<file path="src/rtl/seq_feeder_pkg.sv">
// seq_feeder_pkg: shared state encoding and pattern-width limits for seq_feeder
package seq_feeder_pkg;
  typedef enum logic [2:0] {
    S_IDLE  = 3'd0,
    S_CLEAR = 3'd1,
    S_SHIFT = 3'd2,
    S_DRAIN = 3'd3,
    S_DONE  = 3'd4
  } state_e;
  localparam int PW_MIN = 2;
  localparam int PW_MAX = 16;
endpackage

</file>
<file path="src/rtl/rise_detect.sv">
// rise_detect: registered rising-edge detector, history resets high so a held level never fires
module rise_detect (
  input  logic clk,
  input  logic rst,
  input  logic start,
  output logic rise
);
  logic start_q;
  logic start_d;
  always_comb start_d = start;
  always_ff @(posedge clk) start_q <= rst ? 1'b1 : start_d;
  always_comb rise = start & ~start_q;
endmodule

</file>
<file path="src/rtl/seq_feeder.sv">
// seq_feeder: latches a pattern, clears and feeds a detector MSB first, counts its z hits
module seq_feeder
  import seq_feeder_pkg::*;
#(
  parameter int PATTERN_W = 8,
  localparam int CW = $clog2(PATTERN_W + 1)
) (
  input  logic                 clk,
  input  logic                 reset,
  input  logic                 start,
  input  logic [PATTERN_W-1:0] pattern,
  input  logic                 z_in,
  output logic                 w_out,
  output logic                 fsm_reset,
  output logic                 busy,
  output logic                 done,
  output logic [CW-1:0]        hit_count,
  output logic [CW-1:0]        first_hit
);
  state_e               state_q, state_d;
  logic [PATTERN_W-1:0] pat_q, pat_d;
  logic [CW-1:0]        k_q, k_d, hit_q, hit_d, first_q, first_d;
  logic                 rise, count;

  rise_detect u_rise (.clk(clk), .rst(reset), .start(start), .rise(rise));

  always_ff @(posedge clk) begin
    if (reset) begin
      state_q <= S_IDLE;
      pat_q   <= '0;
      k_q     <= '0;
      hit_q   <= '0;
      first_q <= '0;
    end else begin
      state_q <= state_d;
      pat_q   <= pat_d;
      k_q     <= k_d;
      hit_q   <= hit_d;
      first_q <= first_d;
    end
  end

  always_comb begin
    state_d = (state_q == S_IDLE)  ? (rise ? S_CLEAR : S_IDLE) :
              (state_q == S_CLEAR) ? S_SHIFT :
              (state_q == S_SHIFT) ? ((k_q == CW'(PATTERN_W - 1)) ? S_DRAIN : S_SHIFT) :
              (state_q == S_DRAIN) ? S_DONE : S_IDLE;
  end

  // The pattern shifts left so its MSB is always the current bit; k reaches PATTERN_W in DRAIN,
  // which makes k the bits-consumed figure for both SHIFT and DRAIN hits.
  always_comb begin
    pat_d   = pat_q;
    k_d     = k_q;
    hit_d   = hit_q;
    first_d = first_q;
    count   = z_in && ((state_q == S_SHIFT && k_q != '0) || state_q == S_DRAIN);
    if (state_q == S_IDLE && rise) begin
      pat_d   = pattern;
      k_d     = '0;
      hit_d   = '0;
      first_d = '0;
    end
    if (state_q == S_CLEAR) k_d = '0;
    if (state_q == S_SHIFT) begin
      pat_d = pat_q << 1;
      k_d   = k_q + CW'(1);
    end
    if (count) begin
      hit_d   = (hit_q == CW'(PATTERN_W)) ? hit_q : hit_q + CW'(1);
      first_d = (first_q == '0) ? k_q : first_q;
    end
  end

  always_comb begin
    w_out     = (state_q == S_SHIFT) && pat_q[PATTERN_W-1];
    busy      = state_q inside {S_CLEAR, S_SHIFT, S_DRAIN};
    done      = state_q == S_DONE;
    fsm_reset = reset || state_q == S_CLEAR;
    hit_count = hit_q;
    first_hit = first_q;
  end
endmodule

</file>
<file path="config.mk">
export PLATFORM = sky130hd
export DESIGN_NAME = seq_feeder
export DESIGN_NICKNAME = d
export VERILOG_FILES = /design/src/rtl/seq_feeder_pkg.sv /design/src/rtl/rise_detect.sv /design/src/rtl/seq_feeder.sv
export SDC_FILE = /design/constraint.sdc
export NUM_CORES = 1
export LEC_CHECK = 0
export BUFFER_PORTS_ARGS = -buffer_cell sky130_fd_sc_hd__buf_4
export CORE_UTILIZATION = 55
export CTS_CLUSTER_DIAMETER = 120
export DETAILED_ROUTE_END_ITERATION = 6
export PLACE_DENSITY = 0.9
export SETUP_SLACK_MARGIN = 0.5
export SLEW_MARGIN = 20
export SYNTH_ARGS = -nofsm -noshare
export SYNTH_HDL_FRONTEND = slang
export SYNTH_SLANG_ARGS = --single-unit
</file>
<file path="constraint.sdc">
create_clock -name clk -period 4.5 [get_ports clk]
set_input_delay 0.225 -clock clk [delete_from_list [all_inputs] [get_ports clk]]
set_output_delay 0.225 -clock clk [all_outputs]
set_load 0.02 [all_outputs]
</file>
; ---- After elaboration in Yosys (flattened, before gate mapping)
; Cells that the tools add are included.
[op_classes]
add_sub_neg = 2
n_eq_ne = 8
mux = 15
n_bitwise = 2
reduce_logical = 16
[op_table]
columns = operator, n
row1 = 4-bit 2-to-1 mux, 7
row2 = 8-bit 2-to-1 mux, 2
row3 = 3-bit 2-to-1 mux, 4
row4 = "4-bit by 1-bit adder with 4-bit output, second input constant", 2
row5 = "3-bit by 2-bit equality test with 1-bit output, second input constant", 2
row6 = 3-bit nonzero test, 2
row7 = "4-bit by 3-bit equality test with 1-bit output, second input constant", 1
row8 = "4-bit equality test, second input constant", 1
row9 = 1-bit logical AND, 4
row10 = 4-bit logical NOT, 1
row11 = 2-bit AND reduction, 2
row12 = 2-bit nonzero test, 2
row13 = 4-bit nonzero test, 1
row14 = "3-bit by 1-bit equality test with 1-bit output, second input constant", 1
row15 = "3-bit equality test, second input constant", 1
row16 = 3-bit logical NOT, 1
row17 = 1-bit logical OR, 2
row18 = 1-bit 2-to-1 mux, 2
row19 = "2-bit by 1-bit inequality test with 1-bit output, second input constant", 1
row20 = "2-bit inequality test, second input constant", 1
row21 = 2-bit OR reduction, 1
row22 = 1-bit bitwise AND, 1
row23 = 1-bit inverter, 1
[totals]
reg_bits = 24
input_bits = 12
out_inout_bits = 12
elab_cells = 50

; ---- Longest topological paths before layout
; Gate-level depths: netlist of run 1.
[logic_depth]
ltp_word = 6
ltp_mapped = 6
mapped_depth_nobuf = 5

; ---- Cells and area by module
; Synthesis of run 1 repeated with hierarchy kept, for this count alone.
[unflattened]
cells_unflattened = 131
area_unflattened_um2 = 1232.4
[by_module_without_submodules]
columns = module, n_inst, cells_per_inst, area_per_inst_um2, seq_area_each_um2
row1 = seq_feeder, 1, 128, 1199.9, 460.4
row2 = rise_detect, 1, 3, 32.5, 20.0

; ---- Worst setup path before layout of run 1
; OpenSTA, ideal clock, no wires.
[synth_timing]
path_type = register -> register
startpoint = reg state_q[0]
endpoint = reg pat_q[0]
setup_time_ps = 86
arrival_ps = 1570
required_time_ps = 4414
path_slack_ps = 2844
path_stages_with_launch = 6
n_path_buf = 2
period_less_slack_ps = 1656
path_cell_list = dfxtp_1 > buf_6 > or4b_4 > buf_6 > or3b_1 > a211oi_1
[synth_via]
elab_chain_len = 2
elab_cells_between_ends = 4
cone_classes = eq/ne: 1 / reduce/logical: 3
[synth_lines]
columns = item, line_no
row1 = start: declaration, seq_feeder.sv:20  ; state_e state_q, state_d;
row2 = start signal: assignment, seq_feeder.sv:35  ; state_q <= state_d;
row3 = 3-bit by 2-bit equality test with 1-bit output / 3-bit logical NOT (equally long branches), "seq_feeder.sv:65, seq_feeder.sv:58"
row4 = 2-bit OR reduction (no source line) / 1-bit logical AND (equally long branches), --
row5 = end signal: assignment, seq_feeder.sv:36  ; pat_q <= pat_d;
row6 = end: declaration, seq_feeder.sv:21  ; logic [PATTERN_W-1:0] pat_q, pat_d;
; Parallel ways exist; a longest one is shown, timed or not.
; A chain may end at the register's enable or synchronous reset.

; ---- Worst setup path in the final report of run 1
[layout_timing]
startpoint = reg state_q[2]
endpoint = out w_out
[layout_via]
elab_chain_len = 2
[layout_lines]
columns = item, line_no
row1 = 3-bit by 2-bit equality test with 1-bit output, seq_feeder.sv:76  ; w_out = (state_q == S_SHIFT) && pat_q[PATTERN_W-1];
row2 = 1-bit logical AND, seq_feeder.sv:76
row3 = end: declaration, seq_feeder.sv:13  ; output logic w_out,
; No other way between the ends.

==> run summary, run 1 <==
The number of diodes added for antenna fixing came out at 0. The synthesized design contains 0 enable-type register cells. The number of register bits inferred by synthesis came out at 24.

The number of pins with negative max-slew slack in the final report came to 0. Of the cells placed in the final design, the portion with a size suffix greater than 1 is approximately a fifth. For this run, the number of standard cells in the final layout without fillers is ~190.

The setup slack after placement came out at 2.66 ns. Dividing the detail-routed via count by the number of cells gives around 6.1. Setup repair after global routing left no endpoint under its margin. The minimum period implied by the final worst setup slack is 2.18 ns. The instance area at placement is approximately 1400 µm².

TritonCTS created 3 clock buffers. TritonCTS built the clock tree. The total non-filler cell area in the finished layout came out at ~1400 µm². The number of global-route vias before repair is 1112. CTS built an H-tree with a depth of 1. The share of synthesized registers carrying an async set or reset is 0%.

Clock-pin slew was measured on the worst setup and hold paths at 0.12 ns. Ranked by instance count, the synthesized netlist is headed by sky130_fd_sc_hd__dfxtp_1, sky130_fd_sc_hd__nor2_1, sky130_fd_sc_hd__clkbuf_1, sky130_fd_sc_hd__o21ai_0. The width of the die is about 50 µm. The global routing met1 resource utilization came out at ~30%. The number of antenna violations at the first check in global routing is 0. The final clock skew came out at 0.000845 ns. For this run, global-route usage on met2 was measured as between 40% and 50%. met2 is the most crowded layer. Summed over all failing endpoints, the final setup total negative slack is 0 ns. The congestion estimate from routability-driven global placement came to between 0.8 and 0.9. Clock latency on the worst-skew pair, taken at its later pin, is 0.31 ns. The detailed router's first-iteration violation count is 48. The count of nets left with antenna violations after detail routing came out at 0. The worst setup slack after layout is 2.32 ns. For this run the aggregate overflow at the end of global routing stands at 0. The vertical extent of the die came out at approximately 50 µm. The maximum number of pins on one net before global-route repair came out at 32.

The hold violation total from the final report came out at 0. The core region is between 2000 and 2500 µm². The largest fanout on the critical path is 29. The count of placed standard cells including taps came out at 184.

The area growth from synthesis to final layout came out at 12.7%. The DRC violation count after routing is 0. The final count of negative-setup-slack endpoints is 0. The net count of the finished layout is roughly 180. Clock tree synthesis selected as its root buffer the cell sky130_fd_sc_hd__clkbuf_4. The top cell type's share of synthesized area came out at between 30 and 40%.

In this run, post-CTS repair resized a total of 0 instances. Synthesis produced a netlist with a net count of 163. The post-synthesis area per instance came out at a little under 9 µm². The number of buffers added to fix hold violations after cts came out at 0. The largest vdd supply drop came out at 0.161 mV. The first-pass detailed-route iteration total is 4. The average wire per standard cell came out at between 15 and 20 µm. The buffer count from post-CTS setup fixing is 0. The global-route wire length before repair is around 4700 µm.

STA classifies the critical path endpoint as an output port. Summed over all nets, the half-perimeter wirelength after detailed placement is 1930 µm. Derived from the worst setup path, the maximum achievable clock frequency is between 0.4 and 0.5 GHz. Of all cell types, the one taking the most synthesized area is sky130_fd_sc_hd__dfxtp_1. The run finished with clean final reports.

The critical path in this run is classified as reg -> out. The worst setup path is launched from a flip-flop. The met3 usage is between 3 and 4%. The die area came out at roughly 2500 µm². Summing the sequential cell areas from Yosys gives 37.8% of the chip area.

In this run, distinct cell masters in the synthesized netlist total 40. The floorplan has 17 rows. The final worst-path cycle share came out at between 40 and 50%. Across the run, the number of max-cap violations was 0. The critical path arrival came out at 1.95 ns. The most used flip-flop cell after synthesis is sky130_fd_sc_hd__dfxtp_1. The worst relative slew slack is roughly 44%.

The total number of clock tree sinks is 24. By area the synthesized netlist is led by sky130_fd_sc_hd__dfxtp_1, sky130_fd_sc_hd__a211oi_1, sky130_fd_sc_hd__nor4_1. The final wirelength came out at 2810 µm. The transition time at the pin with the least slew margin is 0.840 ns. In this run the power density over the cells is around 250 nW/µm².

The overall global routing resource usage came out at between 20% and 30%. The tightest min-delay check is of the in -> reg type. The leakage power figure is 0.530 nW. The detailed router placed 1143 vias in this run. The number of top-level pins is 24. The clock passes through at most 2 buffers. Once layout is complete, the utilization of the core stands at about two thirds. The required time of the critical path came out at about 4.3 ns.

The leading cell type by number of instances after synthesis is sky130_fd_sc_hd__dfxtp_1. The total number of yosys warnings is 0. The synthesized cell area is roughly 1300 µm². The starting density of the core is between 50 and 60%. After technology mapping, the gate count stands at about 150. The number of buffers added on ports is 23.
==> area by class of cell <==
| class | count | area (µm²) |
|---|---|---|
| Fill cell | 185 | 758 |
| Multi-Input combinational cell | 103 | 696 |
| Sequential cell | 24 | 480 |
| Timing Repair Buffer | 24 | 180 |
| Tap cell | 28 | 35.0 |
| Clock buffer | 3 | 22.5 |
| Inverter | 5 | 18.8 |
==> power breakdown <==
| group | switching [mW] | total [mW] | internal [mW] |
|---|---|---|---|
| logic | 0.0229 | 0.0436 | 0.0207 |
| clock network | 0.0595 | 0.0908 | 0.0313 |
| registers | 0.00515 | 0.225 | 0.220 |
==> path summary, 6_finish.rpt <==
path | from | to | slack (ns) | cells after the start
worst max-delay path | state_q[2] | w_out | 2.32 | 4
worst min-delay path | start | u_rise.start_q | 0.10 | 2
worst max register to register | state_q[0] | pat_q[3] | 2.61 | 3
worst min register to register | first_hit[2] | first_hit[2] | 0.51 | 2
==> metal layers <==
layer  vias to the layer above  share of wire (%)
met5                         -                  0
met4                         0                1.5
met3                         4                3.4
met2                        32                 52
met1                       544                 43
li1                        563                  -
==> layout by cell type (no fill, tap or decap), drive strengths merged, types with 2 or more instances in the layout <==
| master | instances |
|---|---|
| a211oi | 9 |
| a21oi | 7 |
| and2 | 2 |
| and3b | 2 |
| buf | 24 |
| clkbuf | 3 |
| dfxtp | 24 |
| ha | 4 |
| inv | 5 |
| mux2i | 3 |
| nand3 | 4 |
| nand3b | 2 |
| nand4 | 3 |
| nor2 | 12 |
| nor2b | 4 |
| nor3 | 2 |
| nor4 | 9 |
| o21ai | 10 |
| o21bai | 7 |
| o31ai | 2 |
| or2 | 3 |
| or3b | 2 |
| or4b | 3 |
==> state kept, by name, summed over array words and instances (netlist names) <==
register	cells
first_hit	4
hit_count	4
k_q	4
pat_q	8
state_q	3
u_rise.start_q	1
==> metrics by stage <==
stage               power [mW]  hold WS (ns)
floorplan                0.259         0.332
global placement         0.270         0.426
detailed placement       0.272         0.427
CTS                      0.363        0.0947
global route             0.377        0.0979
finish                   0.359         0.104
==> critical path: stages, from the launching register on <==
cell	delay, ns
sky130_fd_sc_hd__dfxtp_1	0.89
sky130_fd_sc_hd__nor3b_2	0.19
sky130_fd_sc_hd__buf_4	0.25
sky130_fd_sc_hd__and2_1	0.17
sky130_fd_sc_hd__buf_4	0.15
==> cells by family after synthesis <==
kind of cell | count (synthesis) | synth area share, %
mux | 3 | 2.36
fa+ha+maj | 4 | 3.94
xor+xnor | 1 | 0.689
compound gates | 40 | 20.5
flops | 24 | 37.8
simple gates | 55 | 26.9
buf+inv | 20 | 7.87
No activity file was read; power rests on OpenSTA's default activity.
==> run 2: changes to the inputs <==
--- a/config.mk
+++ b/config.mk
@@ -6,10 +6,10 @@
 export NUM_CORES = 1
 export LEC_CHECK = 0
 export BUFFER_PORTS_ARGS = -buffer_cell sky130_fd_sc_hd__buf_4
-export CORE_UTILIZATION = 55
+export CORE_UTILIZATION = 48
 export CTS_CLUSTER_DIAMETER = 120
 export DETAILED_ROUTE_END_ITERATION = 6
-export PLACE_DENSITY = 0.9
+export PLACE_DENSITY = 0.84
 export SETUP_SLACK_MARGIN = 0.5
 export SLEW_MARGIN = 20
 export SYNTH_ARGS = -nofsm -noshare
==> constraint.sdc (replaced) <==
create_clock -name clk -period 2 [get_ports clk]
set_input_delay 0.1 -clock clk [delete_from_list [all_inputs] [get_ports clk]]
set_output_delay 0.1 -clock clk [all_outputs]
set_load 0.02 [all_outputs]
==> run 2 against run 1 <==
  * Power increased by 140%
  * Sequential share of layout area decreased by 5.5 points
  * Cell count increased by 8.6%
  * Non-clock buffer count increased by 14
  * Largest cell class unchanged
  * Die area increased by 14%
  * Global-route usage decreased by 0.17 points
  * Highest routed layer unchanged
  * Count of clock-buffer cells in the layout unchanged
  * Sequential power increased by 120%
  * Register-to-register slack got worse by 2.2 ns
  * Critical endpoint is now pat_q[6]
  * Via count increased by 8.5%
==> run summary, run 2 (synthesis results as in run 1) <==
The flow ran to the end, and the final reports show no timing, DRC or antenna violations. CTS placed an instance of sky130_fd_sc_hd__clkbuf_4 at the clock tree root. At the pin with the least slew margin, the transition time is slightly above 0.6 ns.

Setup violations remaining at the end of the flow were counted as 0. The number of clock buffers inserted by TritonCTS is 3. The path type of the worst min-delay path is in -> reg. STA puts the critical path data arrival time at between 1.5 and 2 ns.

In this run the tightest slew margin relative to its limit is a little under 60%. The final wirelength is 3440 µm. In the routed layout, each cell is associated on average with a via count of 6.11. The critical path capture point type is a flip-flop. The maximum number of pins on one net before global-route repair came out at 32. IR analysis of the VDD net gives a maximum drop of 0.354 mV.

The die is roughly 53 µm wide. TritonCTS built the clock tree. The largest fanout on the critical path came out at 8. The ratio of cells with drive above 1 in the final layout came out at between 40% and 50%. The number of antenna violations at the first check in global routing is 0. The detailed-route via count came out at ~1.2k. STA classifies the critical path startpoint as a flip-flop.

The number of H-tree levels came out at 1. The detailed router's first-iteration violation count came out at 58. The power density of the placed cells is between 400 and 500 nW/µm². The clock network latency to the later pin of the worst-skew pair is 0.31 ns. The overall global routing resource usage came out at between 20% and 30%.

The final clock skew came out at around 0.0047 ns. The total number of clock tree sinks came out at 24. The library cell used most frequently in the layout, excluding fill and tap cells, is sky130_fd_sc_hd__buf_4. The number of diodes added for antenna fixing came out at 0.

The global-route wire length before repair came out at 5150 µm. Leaving out fill and tap cells, the most frequent cells in the layout are sky130_fd_sc_hd__buf_4, sky130_fd_sc_hd__dfxtp_1, sky130_fd_sc_hd__nor2_1. The vertical extent of the die is around 53 µm. The net count of the finished layout is around 190.

Clock-pin slew was measured on the worst setup and hold paths at roughly 0.13 ns. The setup path with the least slack is of type reg -> reg. Max-cap violations in this run came to 0. The die covers about 2900 µm². STA puts the critical path data required time at approximately 2.2 ns.

The register containing the most flip-flops in the final layout is pat_q. The core region area is approximately 2500 µm². The detail route stage leaves a number of antenna-violating nets equal to 0.

The hold violation total from the final report is 0. The remaining global-route overflow is 0. The filler cell count came out at ~160. For this run, design rule violations remaining after detail routing come to 0. The final worst-path cycle share is between 70% and 80%. Once the floorplan was initialized, standard cells occupied approximately half of the core. The average wire per standard cell came out at 16.9 µm. The number of top-level pins is 24. Routability-driven placement finished with a final weighted congestion of 0.841. The minimum period implied by the final worst setup slack is between 1.5 and 2 ns. The count of placed standard cells including taps came out at roughly 190. The number of global-route vias before repair came out at approximately 1.1k. Setup repair after global routing could not meet its margin everywhere. The finished layout holds roughly 200 standard cells, fillers aside. The fmax came out at about 0.63 GHz. The leakage power figure came out at ~0.66 nW.

The area growth from synthesis to layout is 38.2%. Summed over all failing endpoints, the final setup total negative slack is 0 ns. The number of pins with negative max-slew slack in the final report is 0. The maximum buffer depth of the clock tree is 2. The floorplan row count came out at 18. Buffers placed on the I/O ports in this run total 23. The HPWL after detailed placement came out at between 1500 and 2000 µm.

The first detailed-routing pass took 4 iterations. The register with the most flip-flops in the layout has 8 of them.
## run 2: changes by cell type in the layout (fill, tap and decap cells not counted), moves of 4 or more
| cell | previous run | this run |
|---|---|---|
| sky130_fd_sc_hd__o21ai_1 | 0 | 5 |
| sky130_fd_sc_hd__dfxtp_2 | 0 | 4 |
| sky130_fd_sc_hd__dfxtp_1 | 24 | 18 |
| sky130_fd_sc_hd__o21ai_0 | 10 | 5 |
| sky130_fd_sc_hd__a211oi_2 | 0 | 7 |
| sky130_fd_sc_hd__nor4_1 | 9 | 2 |
| sky130_fd_sc_hd__nor4_2 | 0 | 4 |
| sky130_fd_sc_hd__buf_4 | 24 | 30 |
| sky130_fd_sc_hd__a211oi_1 | 9 | 2 |
| sky130_fd_sc_hd__buf_6 | 0 | 7 |
## run 2: final timing paths
path / startpoint / end / slack (ns) / cells past startpoint
max: state_q[1] / pat_q[6] / 0.43 / 3
max reg2reg: state_q[1] / pat_q[6] / 0.43 / 3
min: pattern[3] / pat_q[3] / 0.12 / 3
min reg2reg: first_hit[0] / first_hit[0] / 0.50 / 2
## run 2: worst max-delay path, stage by stage, from the launching register on
cell and delay [ns]:
sky130_fd_sc_hd__dfxtp_4 0.38, sky130_fd_sc_hd__or4b_4 0.52, sky130_fd_sc_hd__or2_4 0.31, sky130_fd_sc_hd__a211oi_1 0.26
## run 2: what timing repair did
| item | in CTS | in global routing |
|---|---|---|
| endpoints found under the setup margin | 22 | 25 |
| hold endpoints to repair | 1 | 0 |
| hold buffers | 1 | 0 |
| gates resized for setup | 24 | 26 |
| setup buffers | 9 | 0 |
| cloned | 1 | 0 |
| pin swaps | 4 | 5 |
## run 2: final cells by class
| cell class | count | area, µm² | share of cell area, % |
|---|---|---|---|
| flip-flops and latches | 24 | 493 | 28.1 |
| inverters | 5 | 18.8 | 1.07 |
| repair buffers | 38 | 314 | 17.9 |
| well taps | 30 | 37.5 | 2.14 |
| clock buffers | 3 | 22.5 | 1.28 |
| multi-input cells | 103 | 871 | 49.6 |
## run 2: routing by layer
metal  global-route usage (%)  share of wire (%)  routed length (µm)
met2                     38.5                 53                1810
met1                     34.0                 43                1480
met3                     2.59                2.7                  93
met4                     10.1                1.6                  55
met5                        0                  0                   0
## run 2: metrics by stage
stage                     util, %  area (µm²)  power, mW  hold slack, ns  setup slack (ns)
after floorplan                 -        1290      0.588           0.207             0.344
after global placement       58.3        1460      0.615           0.296             0.329
after detailed placement     58.3        1460      0.619           0.305             0.257
after CTS                    66.3        1660      0.845           0.112             0.396
after global routing         70.3        1760      0.894           0.114             0.394
final                        70.3        1760      0.865           0.119             0.425
## run 2: power by group
| part | switching (mW) | leakage [nW] | internal [mW] |
|---|---|---|---|
| Combinational | 0.0777 | 0.446 | 0.0750 |
| Sequential | 0.00923 | 0.198 | 0.493 |
| Clock | 0.140 | 0.0138 | 0.0704 |
